## src/rtl/tt_capture_pkg.sv

```systemverilog
// Shared definitions for the truth-table capture block: FSM state encoding,
// default widths and the table-depth helper.
package tt_capture_pkg;

    localparam int TT_IN_W       = 9;
    localparam int TT_OUT_W      = 4;
    localparam int TT_SETTLE_CYC = 2;

    typedef enum logic [1:0] {
        ST_IDLE  = 2'd0,
        ST_SWEEP = 2'd1,
        ST_DUMP  = 2'd2,
        ST_FIN   = 2'd3
    } tt_state_t;

    // Number of table entries for an in_w-bit input vector.
    function automatic int tt_depth(input int in_w);
        return 1 << in_w;
    endfunction

endpackage

```

## src/rtl/tt_capture_ram.sv

```systemverilog
// Simple dual-port table storage: one synchronous write port, one synchronous
// read port with a one-cycle latency. The read register holds its value while
// rd_en is low, so the captured entry stays stable across stalls downstream.
// Only the read register is reset; the array contents are never cleared.
module tt_capture_ram
    import tt_capture_pkg::*;
#(
    parameter int ADDR_W = TT_IN_W,
    parameter int DATA_W = TT_OUT_W
) (
    input  logic              clk,
    input  logic              rst,
    input  logic              wr_en,
    input  logic [ADDR_W-1:0] wr_addr,
    input  logic [DATA_W-1:0] wr_data,
    input  logic              rd_en,
    input  logic [ADDR_W-1:0] rd_addr,
    output logic [DATA_W-1:0] rd_data
);

    localparam int DEPTH = tt_depth(ADDR_W);

    logic [DATA_W-1:0] mem [DEPTH];

    // Write port: store the sampled DUT response.
    always_ff @(posedge clk) begin
        if (wr_en) begin
            mem[wr_addr] <= wr_data;
        end
    end

    // Read port: registered output, updated only on a read cycle.
    always_ff @(posedge clk) begin
        if (rst) begin
            rd_data <= '0;
        end else if (rd_en) begin
            rd_data <= mem[rd_addr];
        end
    end

endmodule

```

## src/rtl/truth_table_capture.sv

```systemverilog
// Truth-table writer. Sweeps every IN_W-bit vector out on o_x, holds each for
// SETTLE_CYC cycles, captures i_y on the last cycle into the table RAM, then
// streams the table out one entry per address in ascending order.
//
// Stream handshake: a beat transfers on a rising clk edge where o_valid and
// i_ready are both high. Once o_valid is raised, o_valid, o_addr and o_data
// stay unchanged until that transfer; o_valid never depends on i_ready.
//
// Optional build macro TT_CAPTURE_CMP_EN adds a reference response input
// (i_y_ref) and mismatch statistics gathered during the sweep.
module truth_table_capture
    import tt_capture_pkg::*;
#(
    parameter int IN_W       = TT_IN_W,
    parameter int OUT_W      = TT_OUT_W,
    parameter int SETTLE_CYC = TT_SETTLE_CYC
) (
    input  logic             clk,
    input  logic             rst,
    input  logic             start,
    output logic [IN_W-1:0]  o_x,
    input  logic [OUT_W-1:0] i_y,
    output logic             busy,
    output logic             done,
    output logic             o_valid,
    output logic [IN_W-1:0]  o_addr,
    output logic [OUT_W-1:0] o_data,
    input  logic             i_ready,
`ifdef TT_CAPTURE_CMP_EN
    input  logic [OUT_W-1:0] i_y_ref,
    output logic [IN_W:0]    mism_cnt,
    output logic [IN_W-1:0]  first_mism_addr,
    output logic             mism_seen,
`endif
    output tt_state_t        fsm_state
);

    localparam int SET_W = (SETTLE_CYC > 1) ? $clog2(SETTLE_CYC) : 1;
    localparam logic [SET_W-1:0] SETTLE_LAST = SET_W'(SETTLE_CYC - 1);
    localparam logic [IN_W-1:0]  ADDR_LAST   = '1;

    tt_state_t         state;
    tt_state_t         state_nxt;
    logic [IN_W-1:0]   addr;
    logic [SET_W-1:0]  settle;
    logic              sample_now;
    logic              beat_accept;
    logic              rd_en;
    logic [OUT_W-1:0]  rd_data;

    // The vector has settled long enough on the last hold cycle.
    assign sample_now  = (state == ST_SWEEP) && (settle == SETTLE_LAST);
    // A stream beat transfers this cycle.
    assign beat_accept = (state == ST_DUMP) && o_valid && i_ready;
    assign fsm_state   = state;
    assign o_data      = rd_data;

    // State register.
    always_ff @(posedge clk) begin
        if (rst) begin
            state <= ST_IDLE;
        end else begin
            state <= state_nxt;
        end
    end

    // Next-state logic; start is only looked at in IDLE.
    always_comb begin
        state_nxt = state;
        unique case (state)
            ST_IDLE:  if (start) state_nxt = ST_SWEEP;
            ST_SWEEP: if (sample_now && (addr == ADDR_LAST)) state_nxt = ST_DUMP;
            ST_DUMP:  if (beat_accept && (o_addr == ADDR_LAST)) state_nxt = ST_FIN;
            ST_FIN:   state_nxt = ST_IDLE;
            default:  state_nxt = ST_IDLE;
        endcase
    end

    // Outputs decoded from state; a DUMP cycle without a pending beat is a read cycle.
    always_comb begin
        busy  = 1'b0;
        done  = 1'b0;
        o_x   = '0;
        rd_en = 1'b0;
        unique case (state)
            ST_IDLE:  ;
            ST_SWEEP: begin
                busy = 1'b1;
                o_x  = addr;
            end
            ST_DUMP: begin
                busy  = 1'b1;
                rd_en = !o_valid;
            end
            ST_FIN:   done = 1'b1;
            default:  ;
        endcase
    end

    // Address and settle counters; terminal compare comes before any increment.
    always_ff @(posedge clk) begin
        if (rst) begin
            addr   <= '0;
            settle <= '0;
        end else begin
            unique case (state)
                ST_SWEEP: begin
                    if (sample_now) begin
                        settle <= '0;
                        addr   <= (addr == ADDR_LAST) ? '0 : addr + 1'b1;
                    end else begin
                        settle <= settle + 1'b1;
                    end
                end
                ST_DUMP: begin
                    if (beat_accept) begin
                        addr <= (addr == ADDR_LAST) ? '0 : addr + 1'b1;
                    end
                end
                default: begin
                    addr   <= '0;
                    settle <= '0;
                end
            endcase
        end
    end

    // Stream beat register: raise valid after each read cycle, drop it on transfer.
    always_ff @(posedge clk) begin
        if (rst) begin
            o_valid <= 1'b0;
            o_addr  <= '0;
        end else if (state == ST_DUMP) begin
            if (!o_valid) begin
                o_valid <= 1'b1;
                o_addr  <= addr;
            end else if (i_ready) begin
                o_valid <= 1'b0;
            end
        end else begin
            o_valid <= 1'b0;
        end
    end

    tt_capture_ram #(
        .ADDR_W (IN_W),
        .DATA_W (OUT_W)
    ) u_ram (
        .clk     (clk),
        .rst     (rst),
        .wr_en   (sample_now),
        .wr_addr (addr),
        .wr_data (i_y),
        .rd_en   (rd_en),
        .rd_addr (addr),
        .rd_data (rd_data)
    );

`ifdef TT_CAPTURE_CMP_EN
    // Mismatch statistics against the reference response, cleared when a sweep is accepted.
    always_ff @(posedge clk) begin
        if (rst || ((state == ST_IDLE) && start)) begin
            mism_cnt        <= '0;
            first_mism_addr <= '0;
            mism_seen       <= 1'b0;
        end else if (sample_now && (i_y != i_y_ref)) begin
            if (mism_cnt != '1) begin
                mism_cnt <= mism_cnt + 1'b1;
            end
            if (!mism_seen) begin
                first_mism_addr <= addr;
                mism_seen       <= 1'b1;
            end
        end
    end
`endif

endmodule
```

## config.mk

```make
export PLATFORM = sky130hd
export DESIGN_NAME = truth_table_capture
export DESIGN_NICKNAME = d
export VERILOG_FILES = /design/src/rtl/tt_capture_pkg.sv /design/src/rtl/tt_capture_ram.sv /design/src/rtl/truth_table_capture.sv
export SDC_FILE = /design/constraint.sdc
export NUM_CORES = 2
export LEC_CHECK = 0
export ABC_AREA = 0
export BUFFER_PORTS_ARGS = -buffer_cell sky130_fd_sc_hd__buf_2
export CORE_MARGIN = 5
export CORE_UTILIZATION = 55
export DETAILED_ROUTE_END_ITERATION = 10
export HOLD_SLACK_MARGIN = 0.12
export PLACE_DENSITY = 0.7
export SKIP_CTS_REPAIR_TIMING = 1
export SYNTH_ARGS = -nofsm -noshare
export SYNTH_HDL_FRONTEND = slang
export SYNTH_SLANG_ARGS = --single-unit
```

## constraint.sdc

```tcl
create_clock -name clk -period 7.41 [get_ports clk]
set_input_delay 0.741 -clock clk [delete_from_list [all_inputs] [get_ports clk]]
set_output_delay 0.741 -clock clk [all_outputs]
set_load 0.02 [all_outputs]
```

* Yosys cells after proc, flatten, opt, wreduce, memory -nomap -nowiden
Memory sizes are Yosys's and may differ from the RTL's. A register that Yosys moved wholly into a read port is not among the register bits. Index checks and enable logic that the tools add are counted.
Storage, ports and cells: output and inout port bits 27, bits in registers 22, memories 1, input port bits 8, RAM bits 2048
Cells by class: reduce and logical (&&, ||, !) cells 12, bitwise logic cells 2, $add $sub $neg 2, equality and inequality tests 10, muxes and demuxes 18
Memory list:
- u_ram.mem | words 512, bits a word 4, read ports 1, clocked after memory_dff 1, wr ports 1, RTL line tt_capture_ram.sv:23 | logic [DATA_W-1:0] mem [DEPTH];
Operators with widths (count):
- 9-bit 2-to-1 mux | 4
- 9-bit equality test, second input constant | 2
- 9-bit one-hot mux with 2 select lines | 1
- 9-bit by 1-bit adder with 9-bit output, second input constant | 1
- 1-bit 2-to-1 mux | 8
- 2-bit != test, second input constant | 4
- 2-bit one-hot mux with 4 select lines | 1
- 2-bit 2-to-1 mux | 3
- 1-bit logical AND | 5
- 2-bit equality test, second input constant | 2
- 2-bit AND reduction | 2
- 2-bit OR reduction | 2
- 3-bit AND reduction | 1
- 2-bit by 1-bit equality test with 1-bit output, second input constant | 1
- 2-bit logical NOT | 1
- 2-bit by 1-bit != test with 1-bit output, second input constant | 1
- 1-bit inverter | 2
- 1-bit one-hot mux with 2 select lines | 1
- 1-bit adder, second input constant | 1
- 1-bit logical NOT | 1

* Logic depth before layout (Yosys ltp)
depth in word-level cells 6, mapped depth 14

* Cells and area by module
Synthesis repeated with hierarchy kept, for this count alone.
Unflattened totals: cells, all modules 4216, area total of the unflattened synthesis 82434.1 um^2
By module, submodules not included:
- tt_capture_ram | cells an instance 4085, instances 1, area an instance 81346.8 um^2
- truth_table_capture | cells an instance 131, instances 1, area an instance 1087.3 um^2

* Worst setup path after synthesis
No wires, ideal clock.
path kind register to register, start point register addr[0], end point register u_ram.rd_data[3] (read register of u_ram.mem), setup time 0.131 ns, stages on the path, launching flop included 12, arrival 2.645 ns, buffers on the path 4, clock period less this slack 2.776 ns, path slack 4.634 ns, cell sequence dfxtp_1 -> buf_6 -> buf_4 -> buf_4 -> buf_2 -> mux4_2 -> a22oi_1 -> a21oi_1 -> nor4_1 -> nor2_1 -> o31ai_1 -> a31oi_1
RTL lines:
- start: declaration | RTL line truth_table_capture.sv:44 | logic [IN_W-1:0] addr;
- start signal: assignment | RTL line truth_table_capture.sv:110 | addr <= (addr == ADDR_LAST) ? '0 : addr + 1'b1;
- start signal: assignment | RTL line truth_table_capture.sv:117 | addr <= (addr == ADDR_LAST) ? '0 : addr + 1'b1;
- end: declaration | RTL line tt_capture_ram.sv:18 | output logic [DATA_W-1:0] rd_data

==> impl_metrics.tcl <==
set metrics [dict create \
    postRouteWirelength_um 210000 \
    first_global_vias 42400 \
    dpl_cell_area_um2 84100 \
    stdcell_count 6296 \
    multiInputGateArea_um2 18600 \
    cts_buffers 199 \
    synthesis.area_per_instance_um2 19.6 \
    holdPathStages 4 \
    synthToLayoutAreaGrowth_pct 10.8 \
    number_of_library_cell_types_mapped_by_synthesis 69 \
    synth-seq-area-share 0.757 \
    place_inst 5929 \
    overflow 0 \
    port-buffer-count 34 \
    wl_per_cell_um 33.3 \
    netlist_instances 4172 \
    min_path_type "input port to flip-flop" \
    rr_worst_depth 8 \
    clock_sink_count 2074 \
    final_util 0.614 \
    max_cap_violations 0 \
    path_class "flip-flop to flip-flop" \
    cp_max_fo 89 \
    total_leakage_power_nw 27.2 \
    ctsRootBufferMaster "clkbuf_16" \
    power.share.switching 0.233 \
    gp_routability_congestion 0.885 \
    clk_transition_reported_paths_ps 60 \
    finalHoldViolations 0 \
    share_clk_of_total_power 0.391 \
    grt_setup_unrepaired "no" \
    period_share 0.687 \
    timing.critical_path.to_type "flip-flop" \
    finClkSkew_ps 45.6 \
    max_slew.worst_pin.slew_ps 1480 \
    num-fill-cells 10200 \
    final_max_slew_viol_count 0 \
    first_pass_iters 6 \
    top_delay_family_on_crit_path "simple AND/OR/NAND/NOR gates" \
    die_width_um 396 \
    detailedPlacementHpwl_um 122000 \
    max-clock-path-buffers 3 \
    totalPowerFinal_mw 26.5 \
    p_sw_mw 6.18 \
    cell_internal_pwr_mw 20.3 \
    area_of_the_core_region_um2 148000 \
    finalSetupViolCount 0 \
    sequentialPowerShare 0.491 \
    totalNegativeSetupSlack_ps 0 \
    maximum_vdd_drop_mv 0.244 \
    comb_power_share 0.119 \
    worstPathBufferInverterCount 1 \
    track_usage 0.268 \
    initial_core_util 0.554 \
    cpMaxStageDelayCell "a2111oi_0" \
    row_count 141 \
    nets 4218 \
    layout_min_cycle_time_ps 5090 \
    synth.ff_latch_count 2074 \
    slowest_delay_ps 1040 \
    grt_max_degree 226 \
    timing.max_slew.rel_slack 0.0110 \
    drc 0 \
    setup.reg_to_reg.worst_slack_ps 2320 \
    timing.critical_path.depth 8 \
    worstPathArrival_ps 5750 \
    design.portCount 35 \
    async_flop_share 0 \
    grt_pass1_wl_um 303000 \
    antenna_found_initial 11 \
    power.density_nw_per_um2 292 \
    first_iter_violations 6573 \
    cp.required_ps 8060 \
    drt.antenna.violating_nets 0 \
    final_area_um2 90800 \
    regArea_um2 62000 \
    layout-drive-gt1-share 0.221 \
    synth_fp_nets 4190 \
    status "finished clean" \
    clk-insertion-delay-late_ps 840 \
    cts_tree "yes" \
    ys.flop_type "edfxtp_1" \
    timing.critical_path.from_type "flip-flop" \
    fp.dieArea_um2 157000 \
    crit_path_cells "buf_12 -> and2_1 -> nand2_1 -> and4_1 -> a2111oi_0 -> nand4_1 -> nor4_1 -> a311oi_1" \
    h-tree-depth 4 \
    yosysWarningCount 0 \
    synth-edff-count 2048 \
    vias_per_cell 6.75 \
    die_h_um 396 \
    syn-cell-area_um2 81900 \
    max_freq_ghz 0.196 \
    via_count 42500 \
]
-- final timing paths --
kind / endpoint / start
worst max-delay path: u_ram.rd_data[1]$_SDFFE_PP0P_ / addr[0]$_SDFFE_PP0P_
worst min-delay path: o_valid$_SDFF_PP0_ / i_ready
worst min register to register: o_addr[2]$_SDFFE_PP0P_ / o_addr[2]$_SDFFE_PP0P_
worst max register to register: u_ram.rd_data[1]$_SDFFE_PP0P_ / addr[0]$_SDFFE_PP0P_
-- routing by layer --
layer	track usage	share of wire	vias to the layer above
met4	0.0991	0.040	0
met3	0.0674	0.12	454
li1	-	-	17100
met5	0	0	-
met1	0.389	0.38	22100
met2	0.403	0.46	2886
-- per-stage QoR --
stage               hold WS (ps)  setup slack [ps]
detailed placement           472              2520
finish                       234              2320
CTS                          167              2470
floorplan                    475              4630
global placement             463              2430
global route                 210              2250
-- cell usage in the layout (no fill, tap or decap), types with 20 or more instances in the layout --
cell type and instances:
clkbuf_16 202, a22oi_1 99, clkinv_1 32, dfxtp_1 21, mux2i_1 91, clkbuf_1 46, clkinv_2 28, mux4_2 503
mux2_2 24, nand2_1 98, nor3_1 23, buf_2 30, bufinv_16 25, edfxtp_1 2048, buf_4 61, nor2b_1 20
a21oi_1 75, nand3_1 38, nor2_1 565
-- power by group through the flow --
stage	registers [mW]	logic (mW)	clock network (mW)
final	13.0	3.14	10.4
after global routing	13.0	3.32	11.0
after CTS	13.0	3.16	10.4
after detailed placement	13.3	3.15	0
after global placement	13.3	3.13	0
after floorplan	13.2	2.28	0
-- worst reg2reg max path, cell delays in order, from the launching register on --
cell and delay [ps]:
dfxtp_4 850, buf_12 590, and2_1 1110, nand2_1 140, and4_1 330, a2111oi_0 1050, nand4_1 420, nor4_1 280
a311oi_1 140
-- flip-flops by register name, summed over array words and instances (netlist names) --
signal / flops
o_addr: 9
u_ram.rd_data: 4
u_ram.mem: 2048
settle: 1
addr: 9
o_valid: 1
fsm_state: 2
-- final cells by class --
type	instances	share of cell area
Antenna cell	2	0.0000551
Inverter	11	0.000510
Clock inverter	106	0.0142
Tap cell	1930	0.0266
Sequential cell	2074	0.683
Multi-Input combinational cell	1801	0.205
Timing Repair Buffer	113	0.0113
Clock buffer	259	0.0593
-- synth_stat cells (19+ instances only) --
cell type  count  area share
buf_4         27      0.0025
mux4_2       503        0.14
buf_2         60      0.0037
buf_1         29      0.0013
o22ai_1       19      0.0015
edfxtp_1    2048        0.75
mux2i_1       91       0.011
nor2_1       566       0.026
clkbuf_1     155      0.0071
nor2b_1       23      0.0018
nand2_1      114      0.0052
a21oi_1       75      0.0046
nor3_1        23      0.0014
mux2_2        24      0.0033
and2_1        19      0.0015
dfxtp_1       26      0.0064
a22oi_1       99      0.0091
nand3_1       38      0.0023
-- kinds of logic after synthesis --
logic type | after synthesis | synth area share
XOR/XNOR | 7 | 0.000749
adder cells (fa/ha/maj) | 10 | 0.00153
flip-flops | 2074 | 0.757
AND/OR/NAND/NOR | 862 | 0.0447
AO/OA/AOI/OAI | 304 | 0.0260
buffers and inverters | 297 | 0.0171
multiplexers | 618 | 0.153
(Power assumes the default switching activity.)
